**src/rtl/id_ex_stage_reg.sv**
```systemverilog
// ID/EX pipeline register with load-use hazard detection, EX flush and memory-stage hold.
// Optional bubble statistics counter enabled by defining ID_EX_BUBBLE_STATS_EN.
module id_ex_stage_reg #(
  parameter int XLEN       = 32,
  parameter int REG_ADDR_W = 5,
  parameter int CTRL_W     = 14
) (
  input  logic                  clk,
  input  logic                  reset_n,
  input  logic [CTRL_W-1:0]     ctrl_id,
  input  logic [2:0]            fun3_id,
  input  logic [XLEN-1:0]       pc_id,
  input  logic [XLEN-1:0]       rs1_data_id,
  input  logic [XLEN-1:0]       rs2_data_id,
  input  logic [XLEN-1:0]       imm_id,
  input  logic [REG_ADDR_W-1:0] rs1_addr_id,
  input  logic [REG_ADDR_W-1:0] rs2_addr_id,
  input  logic [REG_ADDR_W-1:0] rd_addr_id,
  input  logic                  valid_id,
  input  logic                  flush,
  input  logic                  hold,
  output logic [CTRL_W-1:0]     ctrl_ex,
  output logic [2:0]            fun3_ex,
  output logic [XLEN-1:0]       pc_ex,
  output logic [XLEN-1:0]       rs1_data_ex,
  output logic [XLEN-1:0]       rs2_data_ex,
  output logic [XLEN-1:0]       imm_ex,
  output logic [REG_ADDR_W-1:0] rs1_addr_ex,
  output logic [REG_ADDR_W-1:0] rs2_addr_ex,
  output logic [REG_ADDR_W-1:0] rd_addr_ex,
  output logic                  valid_ex,
  output logic                  stall_if_id,
  output logic [31:0]           bubble_count
);

  localparam int D_MEM_R_BIT = CTRL_W - 1;

  typedef enum logic [1:0] {
    ACT_LOAD   = 2'd0,
    ACT_HOLD   = 2'd1,
    ACT_BUBBLE = 2'd2
  } action_e;

  logic    ex_is_load_s;
  logic    rs1_match_s;
  logic    rs2_match_s;
  logic    hazard_s;
  action_e action_s;

  logic [CTRL_W-1:0]     ctrl_nxt_s;
  logic [2:0]            fun3_nxt_s;
  logic [XLEN-1:0]       pc_nxt_s;
  logic [XLEN-1:0]       rs1_data_nxt_s;
  logic [XLEN-1:0]       rs2_data_nxt_s;
  logic [XLEN-1:0]       imm_nxt_s;
  logic [REG_ADDR_W-1:0] rs1_addr_nxt_s;
  logic [REG_ADDR_W-1:0] rs2_addr_nxt_s;
  logic [REG_ADDR_W-1:0] rd_addr_nxt_s;
  logic                  valid_nxt_s;

  // Load-use detection: rs2 is compared for every opcode, so I-type may stall falsely.
  always_comb begin
    ex_is_load_s = valid_ex & ctrl_ex[D_MEM_R_BIT] & (rd_addr_ex != {REG_ADDR_W{1'b0}});
    rs1_match_s  = (rd_addr_ex == rs1_addr_id);
    rs2_match_s  = (rd_addr_ex == rs2_addr_id);
    hazard_s     = ex_is_load_s & valid_id & (rs1_match_s | rs2_match_s);
    stall_if_id  = hazard_s & ~flush & ~hold;
  end

  // Per-edge action: flush beats hold, hold beats a hazard bubble.
  always_comb begin
    action_s = ACT_LOAD;
    if (flush) begin
      action_s = ACT_BUBBLE;
    end else if (hold) begin
      action_s = ACT_HOLD;
    end else if (hazard_s) begin
      action_s = ACT_BUBBLE;
    end else begin
      action_s = ACT_LOAD;
    end
  end

  // Next-state selection for every EX-side register.
  always_comb begin
    ctrl_nxt_s     = ctrl_ex;
    fun3_nxt_s     = fun3_ex;
    pc_nxt_s       = pc_ex;
    rs1_data_nxt_s = rs1_data_ex;
    rs2_data_nxt_s = rs2_data_ex;
    imm_nxt_s      = imm_ex;
    rs1_addr_nxt_s = rs1_addr_ex;
    rs2_addr_nxt_s = rs2_addr_ex;
    rd_addr_nxt_s  = rd_addr_ex;
    valid_nxt_s    = valid_ex;
    case (action_s)
      ACT_LOAD: begin
        ctrl_nxt_s     = valid_id ? ctrl_id : {CTRL_W{1'b0}};
        fun3_nxt_s     = fun3_id;
        pc_nxt_s       = pc_id;
        rs1_data_nxt_s = rs1_data_id;
        rs2_data_nxt_s = rs2_data_id;
        imm_nxt_s      = imm_id;
        rs1_addr_nxt_s = rs1_addr_id;
        rs2_addr_nxt_s = rs2_addr_id;
        rd_addr_nxt_s  = rd_addr_id;
        valid_nxt_s    = valid_id;
      end
      ACT_HOLD: begin
        valid_nxt_s = valid_ex;
      end
      ACT_BUBBLE: begin
        // A bubble is fully zeroed so it can never write, access memory or branch.
        ctrl_nxt_s     = {CTRL_W{1'b0}};
        fun3_nxt_s     = 3'd0;
        pc_nxt_s       = {XLEN{1'b0}};
        rs1_data_nxt_s = {XLEN{1'b0}};
        rs2_data_nxt_s = {XLEN{1'b0}};
        imm_nxt_s      = {XLEN{1'b0}};
        rs1_addr_nxt_s = {REG_ADDR_W{1'b0}};
        rs2_addr_nxt_s = {REG_ADDR_W{1'b0}};
        rd_addr_nxt_s  = {REG_ADDR_W{1'b0}};
        valid_nxt_s    = 1'b0;
      end
      default: begin
        ctrl_nxt_s  = {CTRL_W{1'b0}};
        valid_nxt_s = 1'b0;
      end
    endcase
  end

  // EX-side pipeline registers.
  always_ff @(posedge clk or negedge reset_n) begin
    if (!reset_n) begin
      ctrl_ex     <= {CTRL_W{1'b0}};
      fun3_ex     <= 3'd0;
      pc_ex       <= {XLEN{1'b0}};
      rs1_data_ex <= {XLEN{1'b0}};
      rs2_data_ex <= {XLEN{1'b0}};
      imm_ex      <= {XLEN{1'b0}};
      rs1_addr_ex <= {REG_ADDR_W{1'b0}};
      rs2_addr_ex <= {REG_ADDR_W{1'b0}};
      rd_addr_ex  <= {REG_ADDR_W{1'b0}};
      valid_ex    <= 1'b0;
    end else begin
      ctrl_ex     <= ctrl_nxt_s;
      fun3_ex     <= fun3_nxt_s;
      pc_ex       <= pc_nxt_s;
      rs1_data_ex <= rs1_data_nxt_s;
      rs2_data_ex <= rs2_data_nxt_s;
      imm_ex      <= imm_nxt_s;
      rs1_addr_ex <= rs1_addr_nxt_s;
      rs2_addr_ex <= rs2_addr_nxt_s;
      rd_addr_ex  <= rd_addr_nxt_s;
      valid_ex    <= valid_nxt_s;
    end
  end

`ifdef ID_EX_BUBBLE_STATS_EN
  logic [31:0] bubble_count_r;

  // Saturating bubble counter; a simultaneous flush and hazard counts once.
  always_ff @(posedge clk or negedge reset_n) begin
    if (!reset_n) begin
      bubble_count_r <= 32'd0;
    end else if ((action_s == ACT_BUBBLE) && (bubble_count_r != 32'hFFFF_FFFF)) begin
      bubble_count_r <= bubble_count_r + 32'd1;
    end else begin
      bubble_count_r <= bubble_count_r;
    end
  end

  assign bubble_count = bubble_count_r;
`else
  assign bubble_count = 32'd0;
`endif

endmodule

```
**config.mk**
```make
export PLATFORM = sky130hd
export DESIGN_NAME = id_ex_stage_reg
export DESIGN_NICKNAME = d
export VERILOG_FILES = /design/src/rtl/id_ex_stage_reg.sv
export SDC_FILE = /design/constraint.sdc
export NUM_CORES = 1
export LEC_CHECK = 0
export BUFFER_PORTS_ARGS = -buffer_cell sky130_fd_sc_hd__buf_2
export CAP_MARGIN = 40
export CORE_AREA = 2 2 140 142
export CTS_CLUSTER_DIAMETER = 100
export CTS_CLUSTER_SIZE = 40
export DETAILED_ROUTE_END_ITERATION = 12
export DIE_AREA = 0 0 142 144
export PLACE_DENSITY_LB_ADDON = 0.12
export SETUP_SLACK_MARGIN = 0.2
export SLEW_MARGIN = 20
export SYNTH_ARGS = -nofsm -noshare
export SYNTH_HDL_FRONTEND = slang
export SYNTH_SLANG_ARGS = --single-unit
```
**constraint.sdc**
```tcl
create_clock -name clk -period 2.7 [get_ports clk]
set_clock_uncertainty 0.1 [all_clocks]
set_input_delay 0.135 -clock clk [delete_from_list [all_inputs] [get_ports clk]]
set_output_delay 0.135 -clock clk [all_outputs]
set_load 0.02 [all_outputs]
```
==> results.cfg, run 1 <==
[critical_path]
cp-startpoint = rd_addr_ex[2]
r2r-start = rd_addr_ex[2]
end_kind = output pin
crit_chain = or4_1 -> o2111ai_4 -> buf_8 -> nor3_1 -> buf_2
cp_top_family = simple AND/OR/NAND/NOR gates
crit_required_ps = 2470
cp_num_buf_inv = 2
worstPathArrival_ps = 2160
critPathMaxStageDelay_ps = 590
worstSetupStartpointType = flop
critPathSlowestCell = or4_1
cp_max_fo = 20
critPathKind = flop to output pin

[timing]
rsz0062_at_grt = no
period_minus_slack_ps = 2390
slew_headroom_pct = 54.5
finalSetupTns_ps = 0
period_share_pct = 88.5
slew_viol_final = 0
finalSetupViolCount = 0
worst_slew_pin_slew_ps = 683
hold_viol = 0
fmax_mhz = 418
timing.hold.ws_ps = 80.3
setup_ws_ps = 310

[placed_design]
dp_hpwl_mm = 15.4
dpl_worst_slack_ps = 448
gp_congestion = 0.800
io_buffers = 326

[power_and_ir_drop]
power.total_w = 0.00677
p_leak_nw = 5.42
pwr_density_cell_nw_per_um2 = 583
ir_drop_mv = 0.400

[floorplan]
rows = 51
start_util_pct = 40.6
die_w_um = 142
fp.dieArea_sq_um = 20400
core_sq_um = 19100
die_h_um = 144
ios = 359

[yosys]
synth_top_area_share_pct = 52.0
syn_area_per_cell_sq_um = 9.78
ys_seq_area_share_pct = 52.0
yosys.area.top_type = dfrtp_1
ys_ff_latch = 161
syn_area_sq_um = 7750
ys_warn_count = 0
syn_inst = 793
synthTopCellsByArea = dfrtp_1 (52%), a32oi_1 (16%), nand2_1 (7.6%), o21ai_1 (5.6%), o21ai_0 (3.9%)
yosysUniqueCellTypes = 26

[global_routing]
grt_overflow = 0
antenna_found_initial = 1
grt_max_degree = 157
grt_pass1_vias = 7562
grt_util_all_layers_pct = 24.2
grt_pass1_wl_mm = 39.9

[job]
max_cap_viol_count = 0

[routing]
drc = 0
wl_mm = 25.3
num_vias = 7954
wire_per_inst_um = 17.2
drt-vias-per-instance = 5.40
dr.pass1.iters = 6
drt_iter0_markers = 439
ant_nets = 0

[clock_network]
clk_path_buf_depth = 2
clock_sinks = 161
clkLatencyLatePin_ps = 410
cts_root_buf = clkbuf_16
cts_buffers = 17
path_clk_slew_ps = 70
cts_tree = yes
ctsHtreeMaxLevel = 4

[worst_hold_path]
hp-start = rs2_addr_id[0]
hp-class = input port to flop

[cells_and_area]
final_util_pct = 60.8
fill_cells = 1619
drive_gt1_share_pct = 31.1
areaGrowthSynthToFinish_pct = 49.7
final_nets = 1386

[run_status]
status = finished, final reports clean
-- tightest hold or removal path: cells and delay by family --
kind / cells / cell delay, ps
and+or+nand+nor: 1 / 140
buffers and inverters: 1 / 110
AOI/OAI and AO/OA: 1 / 170
-- state kept, by name, indices dropped and copies added, names as in the netlist --
name         count
rs2_addr_ex      5
rs1_data_ex     32
valid_ex         1
imm_ex          32
fun3_ex          3
ctrl_ex         14
pc_ex           32
rs2_data_ex     32
rs1_addr_ex      5
rd_addr_ex       5
-- cell usage in the layout, fill, tap and decap left out, types with 2 or more instances in the layout --
master	Yosys	layout
a21o_1	10	10
buf_4	32	8
nor3b_1	10	10
clkinv_4	0	4
a32oi_1	145	145
inv_8	0	2
conb_1	1	32
dlygate4sd3_1	0	151
buf_12	0	12
xnor2_1	10	10
a22o_1	10	10
dfrtp_1	161	161
nand2_1	157	157
nand3_1	7	7
o21ai_1	86	86
clkbuf_16	0	17
o221ai_1	5	5
buf_2	10	325
inv_6	0	5
o21ai_0	60	60
-- Yosys cell counts --
master	number
o22ai_1	1
nor2b_1	3
or4_1	1
xnor2_1	10
inv_1	1
o2111ai_2	1
conb_1	1
buf_2	10
o22a_1	1
buf_4	32
o21ai_1	86
dfrtp_1	161
o21ai_0	60
nor3b_1	10
o221ai_1	5
a21o_1	10
a22o_1	10
a22oi_1	1
clkbuf_1	66
nand3_1	7
buf_6	9
nor2_1	1
buf_1	3
nand2_1	157
a32oi_1	145
nor3_1	1
-- cell type report --
| type | count | area (sq um) | share of cell area [%] |
|---|---|---|---|
| Multi-Input combinational cell | 542 | 3230 | 27.8 |
| Inverter | 1 | 3.75 | 0.0323 |
| Clock inverter | 14 | 144 | 1.24 |
| Clock buffer | 18 | 439 | 3.78 |
| Tap cell | 238 | 298 | 2.56 |
| Antenna cell | 1 | 2.50 | 0.0216 |
| Sequential cell | 161 | 4030 | 34.7 |
| Timing Repair Buffer | 498 | 3460 | 29.8 |
-- where the power goes --
group / total, W / internal [W] / leakage, nW / switching, W
clock: 0.00241 / 0.00133 / 0.286 / 0.00108
combinational: 0.00157 / 0.000625 / 3.07 / 0.000944
sequential: 0.00279 / 0.00265 / 2.06 / 0.000140
-- timing repair --
item	in CTS	in global routing
cloned	0	0
setup endpoints to repair	1	1
gates resized for setup	0	2
pin swaps	1	0
endpoints found under the hold margin	308	0
setup buffers	1	0
hold buffers	151	0
-- kinds of logic (layout without fill, tap and decap cells) --
logic type | after synthesis | after routing | synth area share, %
buffers and inverters | 121 | 531 | 8.44
other | 1 | 33 | 0.0484
AND/OR/NAND/NOR | 180 | 180 | 9.47
XOR/XNOR | 10 | 10 | 1.13
flip-flops | 161 | 161 | 52.0
AO/OA/AOI/OAI | 320 | 320 | 28.9
-- stage by stage --
| step | instances | cell area [sq um] |
|---|---|---|
| after global placement | 1288 | 9500 |
| after global routing | 1473 | 11600 |
| after floorplan | 824 | 7870 |
| final | 1473 | 11600 |
| after detailed placement | 1288 | 9500 |
| after CTS | 1472 | 11600 |
-- path summary, 6_finish.rpt --
kind | slack, ps | to | cells past startpoint
worst max-delay path | 310 | stall_if_id | 5
min in group asynchronous | 100 | ctrl_ex[0] | 2
worst min-delay path | 80 | rs2_addr_ex[0] | 3
max in group asynchronous | 1680 | rs2_data_ex[13] | 3
worst max register to register | 390 | rs2_data_ex[3] | 6
worst min register to register | 390 | ctrl_ex[2] | 2
-- per-layer routing --
metal	up-vias	share of wire, %	GRT usage (%)
li1	3783	-	-
met4	0	2.8	9.26
met5	-	0	0
met3	46	7.2	5.73
met2	348	48	37.7
met1	3777	42	32.8
Note: power is estimated with default switching activity, not from simulation.
==> inputs of run 2 (changes only) <==
--- a/config.mk
+++ b/config.mk
@@ -5,13 +5,13 @@
 export SDC_FILE = /design/constraint.sdc
 export NUM_CORES = 1
 export LEC_CHECK = 0
-export BUFFER_PORTS_ARGS = -buffer_cell sky130_fd_sc_hd__buf_2
 export CAP_MARGIN = 40
-export CORE_AREA = 2 2 140 142
+export CORE_AREA = 2 2 141 143
 export CTS_CLUSTER_DIAMETER = 100
 export CTS_CLUSTER_SIZE = 40
 export DETAILED_ROUTE_END_ITERATION = 12
-export DIE_AREA = 0 0 142 144
+export DIE_AREA = 0 0 143 145
+export DONT_BUFFER_PORTS = 1
 export PLACE_DENSITY_LB_ADDON = 0.12
 export SETUP_SLACK_MARGIN = 0.2
 export SLEW_MARGIN = 20
==> results.cfg, run 2 (synthesized netlist as in run 1, its figures left out) <==
[clock_network]
cts_root_buf = clkbuf_16
clk_path_buf_depth = 2
cts_tree = yes
ctsHtreeMaxLevel = 4
cts.hold.buffers_added = 162
clock_sinks = 161
path_clk_slew_ps = 70
post_cts_buffers = 0
clkLatencyLatePin_ps = 420
cts_buffers = 17

[routing]
drt-vias-per-instance = 5.87
ant_nets = 0
num_vias = 6888
dr.pass1.iters = 5
wl_mm = 23.7
drt_iter0_markers = 497
drc = 0
wire_per_inst_um = 20.2

[run_status]
status = finished, violations left
violations = negative hold slack

[power_and_ir_drop]
p_leak_nw = 3.99
ir_drop_mv = 0.393
power.total_w = 0.00644
pwr_density_cell_nw_per_um2 = 643

[floorplan]
rows = 51
die_w_um = 143
die_h_um = 145
core_sq_um = 19200
start_util_pct = 40.4
fp.dieArea_sq_um = 20700
ios = 359

[timing]
timing.hold.ws_ps = -699
worst_slew_pin_slew_ps = 686
fmax_mhz = 416
period_share_pct = 89.1
slew_headroom_pct = 54.1
period_minus_slack_ps = 2410
finalSetupTns_ps = 0
finalSetupViolCount = 0
hold_viol = 161
slew_viol_final = 0
rsz0062_at_grt = no

[worst_hold_path]
hp-class = input port to asynchronous set/reset pin

[critical_path]
crit_required_ps = 2470
cp_max_fo = 24
crit_chain = or4_1 -> o2111ai_4 -> buf_8 -> nor3_4
r2r_slack_ps = 430
critPathKind = flop to output pin
end_kind = output pin
critPathMaxStageDelay_ps = 600
r2r_cells = 5
worstSetupStartpointType = flop
r2r-end = ctrl_ex[11]
worstPathArrival_ps = 2170
critPathSlowestCell = or4_1
r2r-start = rd_addr_ex[1]

[global_routing]
grt_pass1_vias = 6785
grt_overflow = 0
grt_util_all_layers_pct = 22.1
grt_max_degree = 162
antenna_found_initial = 0
grt_pass1_wl_mm = 37.0

[placed_design]
post-place-cells = 980
io_buffers = 0
gp_congestion = 0.881
placed_cell_area_sq_um = 7780
dp_hpwl_mm = 14.3

[cells_and_area]
layoutNonFillerInstCount = 1174
final_cell_mix = dlygate4sd3_1 (162), nand2_1 (157), dfrtp_1 (157)
num_antenna_cells = 0
final_util_pct = 52.2
fill_cells = 1668
drive_gt1_share_pct = 5.72
layout_commonest_cell = dlygate4sd3_1
fin_area_sq_um = 10000
final_nets = 1061
areaGrowthSynthToFinish_pct = 29.2

[job]
max_cap_viol_count = 0
[run 2: critical path: cells and delay by family, from the launching register on]
family / cells / cell delay [ps]
buf+inv: 1 / 250
flops: 1 / 500
compound gates: 1 / 320
simple gates: 2 / 680
[run 2: cell type report]
class                           count  area [sq um]  area share [%]
Sequential cell                   161          4030            40.3
Multi-Input combinational cell    542          3240            32.4
Clock buffer                       19           443            4.42
Clock inverter                     13           153            1.52
Tap cell                          265           332            3.31
Inverter                            1          3.75          0.0375
Timing Repair Buffer              173          1810            18.1
[run 2: layer usage]
layer  track usage (%)  wire length, um
met5                 0                0
met4              8.86              658
met3              7.13             2290
met2              36.1            11800
met1              26.9             8960
[run 2: where the power goes]
part | switching (W) | internal (W) | total [W]
clock network | 0.00105 | 0.00141 | 0.00245
logic | 0.000432 | 0.000374 | 0.000806
registers | 0.000528 | 0.00265 | 0.00318
[run 2: how the worst max path moves through the flow]
stage                             start     endpoint  slack, ps  depth (start not counted)
after floorplan           rd_addr_ex[1]   imm_ex[27]        700                          6
after global placement    rd_addr_ex[0]   ctrl_ex[0]        510                          5
after detailed placement  rd_addr_ex[0]   ctrl_ex[9]        450                          5
after CTS                 rd_addr_ex[1]  stall_if_id        200                          4
after global routing      rd_addr_ex[1]  stall_if_id        220                          4
final                     rd_addr_ex[1]  stall_if_id        290                          4
[run 2: stage by stage]
stage	setup slack (ps)	hold WS (ps)
after detailed placement	448	-256
after global placement	512	-256
after global routing	224	-723
final	294	-699
after CTS	202	-717
after floorplan	703	-261
[run 2: repair_timing]
item	CTS	global route
setup endpoints to repair	1	1
resized for setup	4	4
hold endpoints to repair	321	161
==> inputs of run 3 (changes only) <==
--- a/config.mk
+++ b/config.mk
@@ -6,11 +6,12 @@
 export NUM_CORES = 1
 export LEC_CHECK = 0
 export CAP_MARGIN = 40
-export CORE_AREA = 2 2 141 143
+export CELL_PAD_IN_SITES_DETAIL_PLACEMENT = 2
+export CELL_PAD_IN_SITES_GLOBAL_PLACEMENT = 2
+export CORE_UTILIZATION = 36
 export CTS_CLUSTER_DIAMETER = 100
 export CTS_CLUSTER_SIZE = 40
 export DETAILED_ROUTE_END_ITERATION = 12
-export DIE_AREA = 0 0 143 145
 export DONT_BUFFER_PORTS = 1
 export PLACE_DENSITY_LB_ADDON = 0.12
 export SETUP_SLACK_MARGIN = 0.2
==> results.cfg, run 3 (synthesized netlist as in run 1, its figures left out) <==
[routing]
met2_length_mm = 16.0
ant_nets = 0
dr_wl_met3_mm = 2.37
drt-vias-per-instance = 6.10
drc = 0
routed.top_layer = met4
wire_per_inst_um = 25.6
dr.pass1.iters = 4
met1_length_mm = 11.3
wl_mm = 30.9
drt_iter0_markers = 274
num_vias = 7368

[floorplan]
fp.dieArea_sq_um = 22100
ios = 359
core_sq_um = 21100
rows = 53
start_util_pct = 36.8
die_w_um = 149
die_h_um = 149

[power_and_ir_drop]
intPower_w = 0.00437
p_sw_w = 0.00218
p_leak_nw = 4.10
pwr_density_cell_nw_per_um2 = 641
clkPwrFrac_pct = 37.6
swShare_pct = 33.2
seqPwrFrac_pct = 48.6
ir_drop_mv = 0.440
pwr-share-comb_pct = 13.8

[critical_path]
crit_required_ps = 2470
cp_top_family = simple AND/OR/NAND/NOR gates
crit_chain = xnor2_1 -> nand3_1 -> o22a_1 -> nor3_2
critPathMaxStageDelay_ps = 550
r2r-end = rs2_data_ex[12]
worstSetupStartpointType = flop
worstPathArrival_ps = 2120
critPathSlowestCell = dfrtp_1
cp_num_buf_inv = 0
r2r_cells = 6
end_kind = output pin
r2r-start = rd_addr_ex[4]
r2r_slack_ps = 360
cp_max_fo = 5
critPathKind = flop to output pin

[cells_and_area]
final_nets = 1078
drive_gt1_share_pct = 7.02
fill_cells = 2149
areaGrowthSynthToFinish_pct = 31.8
layout_commonest_cell = dlygate4sd3_1
regArea_sq_um = 4030
fin_area_sq_um = 10200
final_cell_mix = dlygate4sd3_1 (163), dfrtp_1 (161), nand2_1 (157)
multi_input_area_sq_um = 3230

[clock_network]
ctsHtreeMaxLevel = 4
clk_path_buf_depth = 2
cts_tree = yes
clock_sinks = 161
path_clk_slew_ps = 70
cts_buffers = 17
clkLatencyLatePin_ps = 430
cts_root_buf = clkbuf_16

[run_status]
violations = negative hold slack
status = finished, violations left

[global_routing]
grt_overflow = 0
grt_pass1_vias = 8099
antenna_found_initial = 6
grt_pass1_wl_mm = 47.3
grt_max_degree = 162
grt_util_all_layers_pct = 27.8

[timing]
rsz0062_at_grt = no
finalSetupViolCount = 0
hold_viol = 161
worst_slew_pin_slew_ps = 644
timing.hold.ws_ps = -705
slew_headroom_pct = 56.9
period_minus_slack_ps = 2360
fmax_mhz = 424
slew_viol_final = 0
period_share_pct = 87.3
finalSetupTns_ps = 0

[placed_design]
gp_congestion = 0.787
dp_hpwl_mm = 17.8
placed_cell_area_sq_um = 7960
io_buffers = 0

[worst_hold_path]
hp-class = input port to asynchronous set/reset pin

[job]
max_cap_viol_count = 0
run 3: per-layer routing:
layer | global-route usage, % | vias up
li1 | - | 3172
met1 | 30.1 | 3798
met2 | 48.7 | 324
met3 | 8.72 | 74
met4 | 14.1 | 0
met5 | 0 | -
run 3: cell type report:
cell class              instances  share of cell area (%)
flip-flops and latches        161                    39.4
well taps                     275                    3.37
clock inverters                14                    1.41
clock buffers                  18                    4.30
multi-input cells             542                    31.7
diodes                          6                   0.147
inverters                       1                  0.0367
repair buffers                190                    19.7
run 3: worst max path at each step:
| stage | start | to | depth (start not counted) |
|---|---|---|---|
| 3_5_place_dp | rd_addr_ex[4] | imm_ex[7] | 5 |
| 2_1_floorplan | rd_addr_ex[1] | imm_ex[27] | 6 |
| 4_1_cts | rd_addr_ex[0] | stall_if_id | 4 |
| 3_3_place_gp | rd_addr_ex[0] | fun3_ex[0] | 5 |
| 6_report | rd_addr_ex[0] | stall_if_id | 4 |
| 5_1_grt | rd_addr_ex[0] | stall_if_id | 4 |
run 3: power by group through the flow:
stage          sequential (W)  clock, W  combinational [W]
4_1_cts               0.00317   0.00250           0.000869
5_1_grt               0.00320   0.00261           0.000987
6_report              0.00318   0.00246           0.000906
3_3_place_gp          0.00321         0           0.000582
2_1_floorplan         0.00312         0           0.000505
3_5_place_dp          0.00321         0           0.000629
run 3: per-stage QoR:
stage / setup WS, ps / utilization, % / hold slack [ps] / instances / power (W)
3_3_place_gp: 520 / 37.7 / -255 / 1004 / 0.00379
6_report: 342 / 48.5 / -705 / 1207 / 0.00655
4_1_cts: 345 / 48.2 / -722 / 1199 / 0.00654
5_1_grt: 238 / 48.5 / -736 / 1207 / 0.00680
2_1_floorplan: 703 / - / -261 / 824 / 0.00363
3_5_place_dp: 455 / 37.7 / -254 / 1004 / 0.00384
run 3: repair_timing:
item / CTS / global route
endpoints found under the hold margin: 321 / 162
setup endpoints to repair: 1 / 0
hold buffers: 162 / 1
gates resized for setup: 1 / 0
buffers inserted: 1 / 0
